## config.mk

```make
export PLATFORM = sky130hd
export DESIGN_NAME = framebuffer_pixel_sink
export DESIGN_NICKNAME = d
export VERILOG_FILES = /design/src/rtl/framebuffer_pixel_sink.sv
export SDC_FILE = /design/constraint.sdc
export NUM_CORES = 1
export LEC_CHECK = 0
export ABC_AREA = 1
export ABC_CLOCK_PERIOD_IN_PS = 8720
export BUFFER_PORTS_ARGS = -buffer_cell sky130_fd_sc_hd__buf_2
export CAP_MARGIN = 5
export CORE_AREA = 2 2 190 192
export CTS_CLUSTER_SIZE = 40
export DETAILED_ROUTE_END_ITERATION = 16
export DIE_AREA = 0 0 192 194
export PLACE_DENSITY = 0.67
export RECOVER_POWER = 50
export REMOVE_ABC_BUFFERS = 1
export SYNTH_ARGS = -nofsm -noshare
export SYNTH_HDL_FRONTEND = slang
export SYNTH_SLANG_ARGS = --single-unit
```

## constraint.sdc

```tcl
create_clock -name clk -period 8.72 [get_ports clk]
set_input_delay 0.872 -clock clk [delete_from_list [all_inputs] [get_ports clk]]
set_output_delay 0.872 -clock clk [all_outputs]
set_load 0.01 [all_outputs]
```

## src/rtl/framebuffer_pixel_sink.sv

```systemverilog
// Pixel-bus sink: queues (x,y,RGB) writes, range-checks them, linearises them to a
// framebuffer address and issues one RAM write per cycle; also runs whole-screen clears.

// Small synchronous FIFO with registered occupancy and a combinational read port.
// Latency: an entry pushed at edge N is visible on rdat_o after edge N.
// Backpressure: the caller must not push when full_o=1 or pop when empty_o=1.
module fbps_fifo #(
  parameter int W     = 8,
  parameter int DEPTH = 8
) (
  input  logic                     clk,
  input  logic                     reset,
  input  logic                     push_i,
  input  logic                     pop_i,
  input  logic [W-1:0]             wdat_i,
  output logic [W-1:0]             rdat_o,
  output logic                     full_o,
  output logic                     empty_o,
  output logic [$clog2(DEPTH):0]   count_o
);
  localparam int AW = $clog2(DEPTH);

  logic [W-1:0]  mem_q [DEPTH];
  logic [AW-1:0] wr_ptr_q, rd_ptr_q;
  logic [AW:0]   count_q;

  always_ff @(posedge clk) begin
    if (push_i) mem_q[wr_ptr_q] <= wdat_i;
  end

  always_ff @(posedge clk) begin
    if (reset) begin
      wr_ptr_q <= '0;
      rd_ptr_q <= '0;
      count_q  <= '0;
    end else begin
      if (push_i) wr_ptr_q <= wr_ptr_q + AW'(1);
      if (pop_i)  rd_ptr_q <= rd_ptr_q + AW'(1);
      case ({push_i, pop_i})
        2'b10:   count_q <= count_q + (AW+1)'(1);
        2'b01:   count_q <= count_q - (AW+1)'(1);
        default: count_q <= count_q;
      endcase
    end
  end

  assign rdat_o  = mem_q[rd_ptr_q];
  assign full_o  = (count_q == (AW+1)'(DEPTH));
  assign empty_o = (count_q == '0);
  assign count_o = count_q;
endmodule

// Framebuffer write-port driver fed from the drawer pixel bus.
// Latency: pixel offered in cycle N to an idle block is written in cycle N+2.
// Backpressure: ready=0 when the FIFO is full; pixels offered then are dropped.
module framebuffer_pixel_sink #(
  parameter int FIFO_DEPTH = 8,
  parameter int X_MAX      = 160,
  parameter int Y_MAX      = 120,
  parameter int ADDR_W     = 15
) (
  input  logic              clk,
  input  logic              reset,
  input  logic              vga_draw_enable_bus,
  input  logic [7:0]        vga_x_out_bus,
  input  logic [7:0]        vga_y_out_bus,
  input  logic [23:0]       vga_RGB_out_bus,
  input  logic              clear_req,
  input  logic [23:0]       clear_colour,
  output logic              ready,
  output logic              busy,
  output logic              fb_we,
  output logic [ADDR_W-1:0] fb_addr,
  output logic [23:0]       fb_wdata,
  output logic              overflow,
  output logic [7:0]        oob_count
);
  localparam int CW = $clog2(FIFO_DEPTH);
  localparam logic [ADDR_W-1:0] LAST_ADDR = ADDR_W'(X_MAX*Y_MAX-1);

  typedef enum logic [1:0] {S_IDLE, S_DRAIN, S_CLEAR} state_t;

  state_t            state_q;
  logic              fb_we_q, overflow_q, clr_pend_q;
  logic [ADDR_W-1:0] fb_addr_q, clr_cnt_q;
  logic [23:0]       fb_wdata_q, clr_colour_q;
  logic [7:0]        oob_q;

  logic              in_oob, in_ok, push, pop, full, empty;
  logic [CW:0]       fifo_cnt;
  logic [39:0]       rd_dat;
  logic [ADDR_W-1:0] pix_addr;

  assign in_oob = vga_draw_enable_bus &&
                  (int'(vga_x_out_bus) >= X_MAX || int'(vga_y_out_bus) >= Y_MAX);
  assign in_ok  = vga_draw_enable_bus && !in_oob;
  assign push   = in_ok && !full;
  // A pending clear takes priority over the queue once the block is idle.
  assign pop    = !empty && (state_q != S_CLEAR) && !(state_q == S_IDLE && clr_pend_q);

  fbps_fifo #(.W(40), .DEPTH(FIFO_DEPTH)) u_fifo (
    .clk     (clk),
    .reset   (reset),
    .push_i  (push),
    .pop_i   (pop),
    .wdat_i  ({vga_y_out_bus, vga_x_out_bus, vga_RGB_out_bus}),
    .rdat_o  (rd_dat),
    .full_o  (full),
    .empty_o (empty),
    .count_o (fifo_cnt)
  );

  assign pix_addr = ADDR_W'(rd_dat[39:32]) * ADDR_W'(X_MAX) + ADDR_W'(rd_dat[31:24]);

  always_ff @(posedge clk) begin
    if (reset) begin
      state_q      <= S_IDLE;
      fb_we_q      <= 1'b0;
      fb_addr_q    <= '0;
      fb_wdata_q   <= '0;
      overflow_q   <= 1'b0;
      oob_q        <= '0;
      clr_pend_q   <= 1'b0;
      clr_colour_q <= '0;
      clr_cnt_q    <= '0;
    end else begin
      fb_we_q <= 1'b0;
      if (in_oob && oob_q != 8'hFF) oob_q <= oob_q + 8'd1;
      if (in_ok && full)            overflow_q <= 1'b1;
      if (clear_req && !clr_pend_q && state_q != S_CLEAR) begin
        clr_pend_q   <= 1'b1;
        clr_colour_q <= clear_colour;
      end
      case (state_q)
        S_CLEAR: begin
          fb_we_q    <= 1'b1;
          fb_addr_q  <= clr_cnt_q;
          fb_wdata_q <= clr_colour_q;
          clr_cnt_q  <= clr_cnt_q + ADDR_W'(1);
          if (clr_cnt_q == LAST_ADDR) state_q <= S_IDLE;
        end
        default: begin
          if (state_q == S_IDLE && clr_pend_q) begin
            // Address 0 is written on entry so the clear is X_MAX*Y_MAX cycles long.
            clr_pend_q <= 1'b0;
            fb_we_q    <= 1'b1;
            fb_addr_q  <= '0;
            fb_wdata_q <= clr_colour_q;
            clr_cnt_q  <= ADDR_W'(1);
            state_q    <= S_CLEAR;
          end else if (pop) begin
            fb_we_q    <= 1'b1;
            fb_addr_q  <= pix_addr;
            fb_wdata_q <= rd_dat[23:0];
            state_q    <= (fifo_cnt == (CW+1)'(1) && !push) ? S_IDLE : S_DRAIN;
          end else begin
            state_q <= S_IDLE;
          end
        end
      endcase
    end
  end

  assign ready     = !full;
  assign busy      = (state_q != S_IDLE) || !empty || clr_pend_q;
  assign fb_we     = fb_we_q;
  assign fb_addr   = fb_addr_q;
  assign fb_wdata  = fb_wdata_q;
  assign overflow  = overflow_q;
  assign oob_count = oob_q;
endmodule

```

==> results.yml, run 1 <==
sta:
  slew_viol_final: 67
  hold_viol_final: 0
  fin_skew_ns: 0.0173
  rsz0062_at_grt: "no"
  tightest_slew_ns: 2.32
  min_period_ns: 4.78
  fin_setup_tns_ns: 0
  slew_headroom_pct: -55.1
  post-route-period-util_pct: 54.8
  fmax_ghz: 0.209
  setup_viol: 0
power:
  p_seq_share_pct: 38.7
  switching_power_uw: 2260
  pwr_density_cell_nw_per_um2: 325
  irDropWorstVdd_mv: 0.253
  p_sw_share_pct: 35.6
  p_comb_share_pct: 31.0
  leakage_uw: 0.00682
  power_frac_clock_pct: 30.3
  intPower_uw: 4090
cts:
  post_cts_resized: 0
  clk_pin_slew_ns: 0.06
  postCtsHoldBufs: 0
  clock-sinks: 424
  cts_tree: "yes"
  cts_buffer_depth: 3
  cts_setup_buffers: 0
  cts_made_buffers: 45
  htree_levels: 2
  clkLatencyLatePin_ns: 0.56
  root_buffer: "clkbuf_16"
critical_path:
  path_max_fanout: 23
  reg2reg_depth: 6
  crit_type: "register to register"
  crit_required_ns: 9.21
  crit_arrival_ns: 5.27
  r2r_slack_ns: 3.94
  regToRegStartpoint: "state_q[0]"
  startpoint: "state_q[0]"
  critPathCaptureType: "register"
  worstSetupStartpointType: "register"
  worstReg2RegEnd: "fb_wdata[1]"
synthesis:
  syn-cell-area_sq_um: 17300
  async_reset_ff_share_pct: 0
  synthFlopType: "edfxtp_1"
  synth.yosys.seq_area_share_pct: 67.5
  syn_area_per_cell_sq_um: 11.4
  ys_types: 50
  ys.warnings.count: 0
  synth_edf_count: 320
  syn_inst: 1525
  ys_ff_latch: 424
route:
  vias: 12000
  viasPerCell: 5.68
  ant_nets: 0
  drt_pre_antenna_iters: 6
  drt-total-wl_microns: 41400
  wire_per_inst_microns: 19.5
  drt-initial-drc-count: 783
  drcViolationCount: 0
placement:
  hpwlAfterDp_microns: 22200
  io_buffer_count: 118
  finalWeightedCongestion: 0.820
min_path:
  hold_path_class: "register to register"
  min_delay_worst_endpoint: "clr_colour_q[0]"
  hold_depth: 2
  holdCritStartpoint: "clr_colour_q[0]"
floorplan:
  dieArea_sq_um: 37200
  ios: 119
  start_util_pct: 49.2
  core_area_sq_um: 35200
  die_w_microns: 192
  fp-row-count: 69
  die_height_microns: 194
layout:
  fin_nets: 1711
  area_growth_pct: 13.0
  final_core_util_pct: 55.6
  nFillCells: 3008
  drive_above_1_share_pct: 9.18
global_routing:
  grt_use_total_pct: 22.2
  grt_pass1_vias: 11600
  antenna_found_initial: 4
  grt.overflow.total: 0
  grt_max_degree: 109
  grt_pass1_wl_microns: 64000
status:
  status: "finished with violations"
  violations: "capacitance limit, slew limit"
job:
  drv_cap: 3
## cell usage in the layout, fill, tap and decap left out, types with 3 or more instances in the layout
cell / Yosys / routed
edfxtp_1: 320 / 320
nor2_1: 269 / 264
o21ai_0: 215 / 215
nand2_1: 149 / 149
dfxtp_1: 104 / 102
clkbuf_1: 47 / 92
a21oi_1: 60 / 60
inv_1: 59 / 59
o221ai_1: 55 / 55
nand3_1: 54 / 54
clkbuf_16: 0 / 46
buf_2: 28 / 32
ha_1: 23 / 23
a31oi_1: 21 / 21
buf_4: 4 / 16
a22o_1: 15 / 15
o22ai_1: 13 / 13
nor3_1: 8 / 10
nand3_2: 10 / 10
nand4_1: 10 / 10
clkinv_1: 1 / 10
clkinv_2: 1 / 9
nor2_4: 1 / 8
inv_2: 5 / 6
bufinv_16: 0 / 5
o21ai_1: 4 / 4
diode_2: 0 / 3
xnor2_1: 3 / 3
nand2_4: 3 / 3
inv_4: 3 / 3
a211oi_1: 3 / 3
clkinvlp_4: 0 / 3
## synth_stat cells, types with 3 or more instances
| cell | instances | area, sq um |
|---|---|---|
| buf_6 | 6 | 67.6 |
| dfxtp_1 | 104 | 2080 |
| buf_4 | 4 | 30.0 |
| a21oi_1 | 60 | 300 |
| a31oi_1 | 21 | 131 |
| a22o_1 | 15 | 131 |
| nand4_1 | 10 | 62.6 |
| o22ai_1 | 13 | 81.3 |
| nand3_2 | 10 | 100 |
| inv_2 | 5 | 18.8 |
| inv_4 | 3 | 18.8 |
| edfxtp_1 | 320 | 9610 |
| xnor2_1 | 3 | 26.3 |
| nor3_1 | 8 | 40.0 |
| nand2_4 | 3 | 33.8 |
| o221ai_1 | 55 | 482 |
| nand2_1 | 149 | 559 |
| nand3_1 | 54 | 270 |
| clkbuf_1 | 47 | 176 |
| inv_1 | 59 | 221 |
| o21ai_1 | 4 | 20.0 |
| o21ai_0 | 215 | 1080 |
| nor2_1 | 269 | 1010 |
| ha_1 | 23 | 288 |
| a211oi_1 | 3 | 22.5 |
| buf_2 | 28 | 140 |
## per-stage QoR
step                hold slack [ns]  setup slack (ns)  area (sq um)  total power, uW  std cells
floorplan                     0.427              2.38         16900             3850       1436
CTS                           0.461              4.12         19700             6420       2116
global route                  0.492              3.63         19600             6750       2118
detailed placement            0.452              4.13         18200             4500       2032
global placement              0.436              4.25         18200             4460       2032
finish                        0.460              3.94         19600             6350       2119
## metal layers
metal / vias to the layer above / track usage (%) / share of wire [%]
met5: - / 0 / 0.063
met1: 5888 / 30.3 / 44
met3: 63 / 4.49 / 6.6
met2: 380 / 35.8 / 48
li1: 5699 / - / -
met4: 4 / 7.21 / 1.8
## kinds of logic after synthesis
family / count (synthesis) / share of synthesized area [%]
simple gates: 515 / 12.7
compound gates: 398 / 13.5
buf+inv: 158 / 4.18
xor+xnor: 5 / 0.253
flops: 424 / 67.5
fa+ha+maj: 25 / 1.89
## how the worst max path moves through the flow
stage / end / slack, ns
floorplan: fb_addr[14] / 2.38
global placement: fb_addr[14] / 4.25
detailed placement: fb_addr[14] / 4.13
CTS: fb_addr[14] / 4.12
global route: clr_colour_q[3] / 3.63
finish: fb_wdata[1] / 3.94
## flip-flops by register name, summed over array words and instances, names as in the netlist, named ones only
signal / count
fb_wdata: 24
fb_we: 1
state_q: 2
fb_addr: 15
u_fifo.count_o: 4
overflow: 1
oob_count: 8
u_fifo.wr_ptr_q: 3
u_fifo.mem_q: 320
clr_colour_q: 24
u_fifo.rd_ptr_q: 3
clr_pend_q: 1
clr_cnt_q: 15
## cell type report
class                      instances  area [sq um]  area share (%)
sequential                       424         11700            59.7
antenna                            3          7.51          0.0383
tap                              461           577            2.95
inverter                          69           268            1.37
clock inverter                    31           312            1.59
multi-input combinational        943          4910            25.1
timing repair buffer             135           607            3.10
clock buffer                      53          1200            6.12
## worst max-delay path, stage by stage (launching register included)
cell and delay [ns]:
dfxtp_1 0.36, nor2_1 0.30, nor2_1 1.66, nand2_4 0.07
nor2_1 1.77, nand3_1 0.36, nand2_1 0.17
## power by group through the flow
| stage | combinational (uW) | sequential (uW) | clock, uW |
|---|---|---|---|
| 6_report | 1970 | 2460 | 1920 |
| 5_1_grt | 2250 | 2480 | 2020 |
| 4_1_cts | 2010 | 2460 | 1950 |
| 3_5_place_dp | 2000 | 2500 | 0 |
| 3_3_place_gp | 1960 | 2500 | 0 |
| 2_1_floorplan | 1310 | 2540 | 0 |
No activity file was read; power rests on OpenSTA's default activity.
==> run 2: changes to the inputs <==
--- a/config.mk
+++ b/config.mk
@@ -5,15 +5,15 @@
 export SDC_FILE = /design/constraint.sdc
 export NUM_CORES = 1
 export LEC_CHECK = 0
-export ABC_AREA = 1
-export ABC_CLOCK_PERIOD_IN_PS = 8720
+export ABC_AREA = 0
+export ABC_CLOCK_PERIOD_IN_PS = 3900
 export BUFFER_PORTS_ARGS = -buffer_cell sky130_fd_sc_hd__buf_2
 export CAP_MARGIN = 5
-export CORE_AREA = 2 2 190 192
+export CORE_AREA = 2 2 188 190
 export CTS_CLUSTER_SIZE = 40
 export DETAILED_ROUTE_END_ITERATION = 16
-export DIE_AREA = 0 0 192 194
-export PLACE_DENSITY = 0.67
+export DIE_AREA = 0 0 190 192
+export PLACE_DENSITY = 0.7
 export RECOVER_POWER = 50
 export REMOVE_ABC_BUFFERS = 1
 export SYNTH_ARGS = -nofsm -noshare
==> constraint.sdc (replaced) <==
create_clock -name clk -period 3.9 [get_ports clk]
set_input_delay 0.39 -clock clk [delete_from_list [all_inputs] [get_ports clk]]
set_output_delay 0.39 -clock clk [all_outputs]
set_load 0.01 [all_outputs]
==> run 2 against run 1 <==
Net effect:
- the run still ends with capacitance limit, slew limit left
- flip-flop and latch count stayed put
- worst setup slack lost 3.6 ns
- utilization rose by 0.92 points
- sequential power rose by 120%
- cell area fell by 1.0%
- clock skew grew 0.00062 ns
- register-to-register slack worse by 3.6 ns
- via count shrank 20%
- worst hold slack worse by 0.37 ns
- sequential share of layout area grew 0.65 points
- global-route usage shrank 2.2 points
- routed wire length shrank 13%
- largest cell class unchanged
- largest power group unchanged
==> results.yml, run 2 <==
status:
  status: "finished with violations"
  violations: "capacitance limit, slew limit"
power:
  p_sw_share_pct: 30.6
  switching_power_uw: 3990
  pwr_density_cell_nw_per_um2: 674
  p_seq_share_pct: 40.9
  leakage_uw: 0.00629
  power_frac_clock_pct: 31.3
  p_comb_share_pct: 27.9
  intPower_uw: 9070
  irDropWorstVdd_mv: 0.407
sta:
  setup_viol: 0
  fmax_ghz: 0.277
  tightest_slew_ns: 1.96
  fin_setup_tns_ns: 0
  slew_headroom_pct: -30.4
  layout_setup_ws_ns: 0.296
  slew_viol_final: 30
  post-route-period-util_pct: 92.4
  hold_viol_final: 0
  min_period_ns: 3.60
  fin_skew_ns: 0.0180
  rsz0062_at_grt: "no"
floorplan:
  ios: 119
  start_util_pct: 49.4
  fp-row-count: 68
  die_height_microns: 192
  dieArea_sq_um: 36500
  die_w_microns: 190
  core_area_sq_um: 34300
placement:
  finalWeightedCongestion: 0.785
  io_buffer_count: 118
  preCtsSetupSlack_ns: 0.258
  hpwlAfterDp_microns: 21600
layout:
  seqCellArea_sq_um: 11700
  fin_nets: 1299
  multi_input_area_sq_um: 4920
  area_growth_pct: 14.3
  largest_reg_flops: 320
  nFillCells: 2672
  largest_register: "u_fifo.mem_q"
  drive_above_1_share_pct: 19.0
  layout_common_cells: "edfxtp_1, nand2_1, dfxtp_1"
  diodes: 0
  layout_commonest_cell: "edfxtp_1"
critical_path:
  worstSetupStartpointType: "register"
  crit_path_top_delay_cell: "buf_4"
  path_max_fanout: 30
  path_common_cell: "nor3_1"
  crit_type: "register to register"
  slowest_delay_ns: 0.58
  crit_required_ns: 4.31
  critPathCaptureType: "register"
  worstPathCellList: "buf_4, mux4_2, mux2_2, ha_1, fa_1, a21o_1, nand2_1, nor3_1, xor2_1, a221oi_1, nor3_1"
  crit_arrival_ns: 4.01
global_routing:
  grt.overflow.total: 0
  grt_use_total_pct: 20.0
  antenna_found_initial: 0
  grt_pass1_wl_microns: 55500
  grt_max_degree: 69
  grt_pass1_vias: 9515
route:
  drt-initial-drc-count: 687
  vias: 9619
  viasPerCell: 5.68
  wire_per_inst_microns: 21.2
  drt-total-wl_microns: 35900
  drt_pre_antenna_iters: 5
  drcViolationCount: 0
  ant_nets: 0
job:
  drv_cap: 2
cts:
  post_cts_resized: 0
  clock-sinks: 424
  cts_setup_buffers: 0
  root_buffer: "clkbuf_16"
  cts_tree: "yes"
  cts_made_buffers: 44
  clk_pin_slew_ns: 0.06
  postCtsHoldBufs: 0
  clkLatencyLatePin_ns: 0.54
  cts_buffer_depth: 3
  htree_levels: 2
synthesis:
  ys_types: 63
  yosysTopAreaCellShare_pct: 56.7
  syn_area_per_cell_sq_um: 15.9
  async_reset_ff_share_pct: 0
  ys.warnings.count: 0
  synth.yosys.seq_area_share_pct: 69.0
  syn-cell-area_sq_um: 17000
  synth_edf_count: 320
  synthFlopType: "edfxtp_1"
  ys_ff_latch: 424
  ys_top_cells_by_area: "edfxtp_1, dfxtp_1, mux4_2"
  syn_inst: 1067
  synth_common_cells: "edfxtp_1, nand2_1, dfxtp_1"
  synth_largest_area_cell: "edfxtp_1"
  synth.most_common_cell: "edfxtp_1"
min_path:
  hold_path_class: "input pin to register"
run 2: changes by cell type after synthesis, moves of 18 or more:
cell and delta:
o211ai_1 +27, inv_1 -51, nand2_1 -19, mux2i_1 +27, nor2_1 -216, mux4_2 +80, clkbuf_1 -18, o21ai_0 -210
a31oi_1 -18, o221ai_1 -54, nand3_1 -38
run 2: area by class of cell:
cell class	instances	share of cell area, %
Clock buffer	63	6.68
Timing Repair Buffer	151	3.71
Inverter	10	0.194
Multi-Input combinational cell	575	25.4
Clock inverter	16	0.685
Sequential cell	424	60.4
Tap cell	455	2.94
run 2: metrics by stage:
step	util, %	hold WS (ns)	instances	cell area [sq um]	total power, uW
floorplan	-	0.426	1009	16600	8080
global placement	52.7	0.438	1615	18100	9080
detailed placement	52.7	0.443	1615	18100	9150
CTS	56.9	0.0730	1694	19500	13200
global route	56.5	0.0804	1694	19400	13700
finish	56.5	0.0915	1694	19400	13100
run 2: power groups by stage:
stage,sequential [uW],clock [uW],combinational [uW]
2_1_floorplan,5590,0,2490
3_3_place_gp,5430,0,3650
3_5_place_dp,5430,0,3710
4_1_cts,5340,4140,3730
5_1_grt,5380,4340,4030
6_report,5340,4080,3640
run 2: layer usage:
metal / wire length, microns / track usage (%)
met3: 2190 / 3.69
met1: 15400 / 27.0
met4: 701 / 5.25
met5: 0 / 0
met2: 17600 / 33.9
run 2: worst max-delay path, delay by kind of cell (launching register included):
kind,cells,cell delay [ns]
muxes,2,0.86
xor gates and xnor gates,1,0.18
and+or+nand+nor,3,0.25
buffers and inverters,1,0.58
DFF,1,0.51
adders and majority gates,2,0.65
AOI/OAI and AO/OA,2,0.43
run 2: path summary, 6_finish.rpt:
path	end	slack, ns	cells after the start	startpoint
setup / recovery	fb_addr[11]	0.30	11	register
hold / removal	clr_colour_q[6]	0.09	3	clear_colour[6]
setup reg to reg	fb_addr[11]	0.30	11	register
hold reg to reg	fb_wdata[10]	0.45	2	clr_colour_q[10]
run 2: kinds of logic (layout without fill, tap and decap cells):
group | Yosys count | count (layout) | synth area share, %
DFF | 424 | 424 | 69.0
and+or+nand+nor | 259 | 259 | 6.80
AOI/OAI and AO/OA | 144 | 144 | 5.40
muxes | 124 | 124 | 13.4
buffers and inverters | 68 | 240 | 2.29
adders and majority gates | 25 | 25 | 1.93
xor gates and xnor gates | 23 | 23 | 1.23
==> run 3: changes to the inputs <==
--- a/config.mk
+++ b/config.mk
@@ -15,7 +15,7 @@
 export DIE_AREA = 0 0 190 192
 export PLACE_DENSITY = 0.7
 export RECOVER_POWER = 50
-export REMOVE_ABC_BUFFERS = 1
+export SETUP_SLACK_MARGIN = 0.15
 export SYNTH_ARGS = -nofsm -noshare
 export SYNTH_HDL_FRONTEND = slang
 export SYNTH_SLANG_ARGS = --single-unit
==> run 3 against run 2 <==
Net effect:
- routed wire length down 2.1%
- die area unchanged
- critical path depth unchanged
- sequential share of layout area increased by 0.070 points
- global-route usage down 0.61 points
- utilization shrank 0.066 points
- critical endpoint is now fb_addr[14]
- register-to-register slack improved by 0.08 ns
- the run still ends with capacitance limit, slew limit left
- non-clock buffer count decreased by 2
- via count down 1.9%
==> results.yml, run 3 (synthesis results as in run 2) <==
min_path:
  hold_path_class: "input pin to register"
layout:
  final_area_sq_um: 19400
  area_growth_pct: 14.2
  drive_above_1_share_pct: 18.7
  layout_common_cells: "edfxtp_1, nand2_1, dfxtp_1"
  largest_reg_flops: 320
  nFillCells: 2652
  largest_register: "u_fifo.mem_q"
  layout_commonest_cell: "edfxtp_1"
  fin_nets: 1295
sta:
  fmax_ghz: 0.284
  rsz0062_at_grt: "no"
  tightest_slew_ns: 2.13
  setup_viol: 0
  slew_viol_final: 103
  hold_viol_final: 0
  fin_skew_ns: 0.0145
  min_period_ns: 3.52
  post-route-period-util_pct: 90.3
  layout_setup_ws_ns: 0.379
  slew_headroom_pct: -41.9
placement:
  preCtsSetupSlack_ns: 0.360
  io_buffer_count: 118
  placed_area_sq_um: 18100
  hpwlAfterDp_microns: 21600
  finalWeightedCongestion: 0.763
critical_path:
  path_depth: 11
  crit_path_top_delay_cell: "mux4_2"
  crit_required_ns: 4.32
  crit_buf_inv: 1
  worstSetupEndpoint: "fb_addr[14]"
  critPathCaptureType: "register"
  path_common_cell: "ha_1"
  crit_type: "register to register"
  crit_family: "compound AO/OA/AOI/OAI gates"
  slowest_delay_ns: 0.51
  reg2reg_depth: 11
  path_max_fanout: 7
  crit_arrival_ns: 3.94
  worstSetupStartpointType: "register"
  r2r_slack_ns: 0.38
  worstReg2RegEnd: "fb_addr[14]"
  worstPathCellList: "buf_4, mux4_2, mux2_2, ha_1, ha_1, a211o_1, and3_1, o311ai_2, nand3_1, xnor2_1, a221oi_2"
route:
  viasPerCell: 5.59
  ant_nets: 0
  drt-total-wl_microns: 35200
  wire_per_inst_microns: 20.8
  drt_pre_antenna_iters: 5
  drt-initial-drc-count: 1015
  drcViolationCount: 0
  vias: 9439
global_routing:
  grt_pass1_vias: 9190
  use_met1_pct: 28.6
  grt.busiest_layer: "met2"
  antenna_found_initial: 5
  grt.overflow.total: 0
  grt_use_total_pct: 19.4
  grt_max_degree: 103
  grt_pass1_wl_microns: 54000
  grt_use_met3_pct: 4.55
  grt_util_met2_pct: 29.4
cts:
  root_buffer: "clkbuf_16"
  cts_tree: "yes"
  post_cts_resized: 0
  clock-sinks: 424
  postCtsHoldBufs: 0
  cts_made_buffers: 42
  clkLatencyLatePin_ns: 0.54
  cts_buffer_depth: 3
  clk_pin_slew_ns: 0.06
  htree_levels: 2
  cts_setup_buffers: 0
floorplan:
  ios: 119
  die_w_microns: 190
  start_util_pct: 49.4
  fp-row-count: 68
  dieArea_sq_um: 36500
  die_height_microns: 192
  core_area_sq_um: 34300
power:
  leakage_uw: 0.00624
  pwr_density_cell_nw_per_um2: 665
  irDropWorstVdd_mv: 0.430
synthesis:
  synth_fp_nets: 1160
job:
  drv_cap: 1
status:
  status: "finished with violations"
  violations: "capacitance limit, slew limit"
run 3: changes by cell type in the layout (fill, tap and decap cells not counted), sizes merged:
cell and change:
diode +1, inv -3, clkbuf -6, buf -1, clkinv +3, clkinvlp +1
run 3: how the worst min path moves through the flow:
stage / slack [ns] / endpoint / startpoint / cells past startpoint
after CTS: 0.06 / clr_colour_q[12] / clear_colour[12] / 3
after global placement: 0.44 / fb_wdata[2] / clr_colour_q[2] / 2
after detailed placement: 0.45 / fb_wdata[3] / clr_colour_q[3] / 2
after floorplan: 0.43 / fb_wdata[0] / clr_colour_q[0] / 2
final: 0.08 / clr_colour_q[12] / clear_colour[12] / 3
after global routing: 0.07 / clr_colour_q[12] / clear_colour[12] / 3
run 3: area by class of cell:
| cell class | instances | area (sq um) | area share (%) |
|---|---|---|---|
| clock inverters | 17 | 149 | 0.769 |
| diodes | 1 | 2.50 | 0.0129 |
| flip-flops and latches | 424 | 11700 | 60.5 |
| inverters | 10 | 37.5 | 0.194 |
| multi-input cells | 575 | 4950 | 25.6 |
| repair buffers | 149 | 758 | 3.92 |
| well taps | 455 | 569 | 2.94 |
| clock buffers | 58 | 1190 | 6.14 |
run 3: worst reg2reg max path, cell delays in order (launching register included):
cell,delay (ns)
dfxtp_4,0.42
buf_4,0.17
mux4_2,0.51
mux2_2,0.31
ha_1,0.30
ha_1,0.30
a211o_1,0.30
and3_1,0.21
o311ai_2,0.32
nand3_1,0.13
xnor2_1,0.16
a221oi_2,0.26
run 3: where the power goes:
group / leakage (uW) / switching [uW] / total [uW] / internal, uW
combinational: 0.00185 / 2100 / 3650 / 1550
sequential: 0.00374 / 208 / 5340 / 5130
clock: 0.000651 / 1620 / 3880 / 2260
total: 0.00624 / 3930 / 12900 / 8940
run 3: metrics by stage:
step | utilization (%) | total power [uW] | TNS (ns) | hold slack [ns] | std cells
6_report | 56.4 | 12900 | 0 | 0.0834 | 1689
5_1_grt | 56.4 | 13600 | 0 | 0.0694 | 1688
4_1_cts | 56.6 | 13000 | 0 | 0.0616 | 1682
3_5_place_dp | 52.7 | 9090 | 0 | 0.447 | 1607
3_3_place_gp | 52.7 | 9040 | 0 | 0.439 | 1607
2_1_floorplan | - | 8220 | -87.63 | 0.432 | 1067
run 3: metal layers:
| layer | share of wire, % | wire length [microns] | vias up |
|---|---|---|---|
| met5 | 0.15 | 52 | - |
| met4 | 1.7 | 614 | 8 |
| met3 | 7.2 | 2520 | 64 |
| met2 | 46 | 16100 | 290 |
| met1 | 45 | 15900 | 4682 |
| li1 | - | - | 4395 |
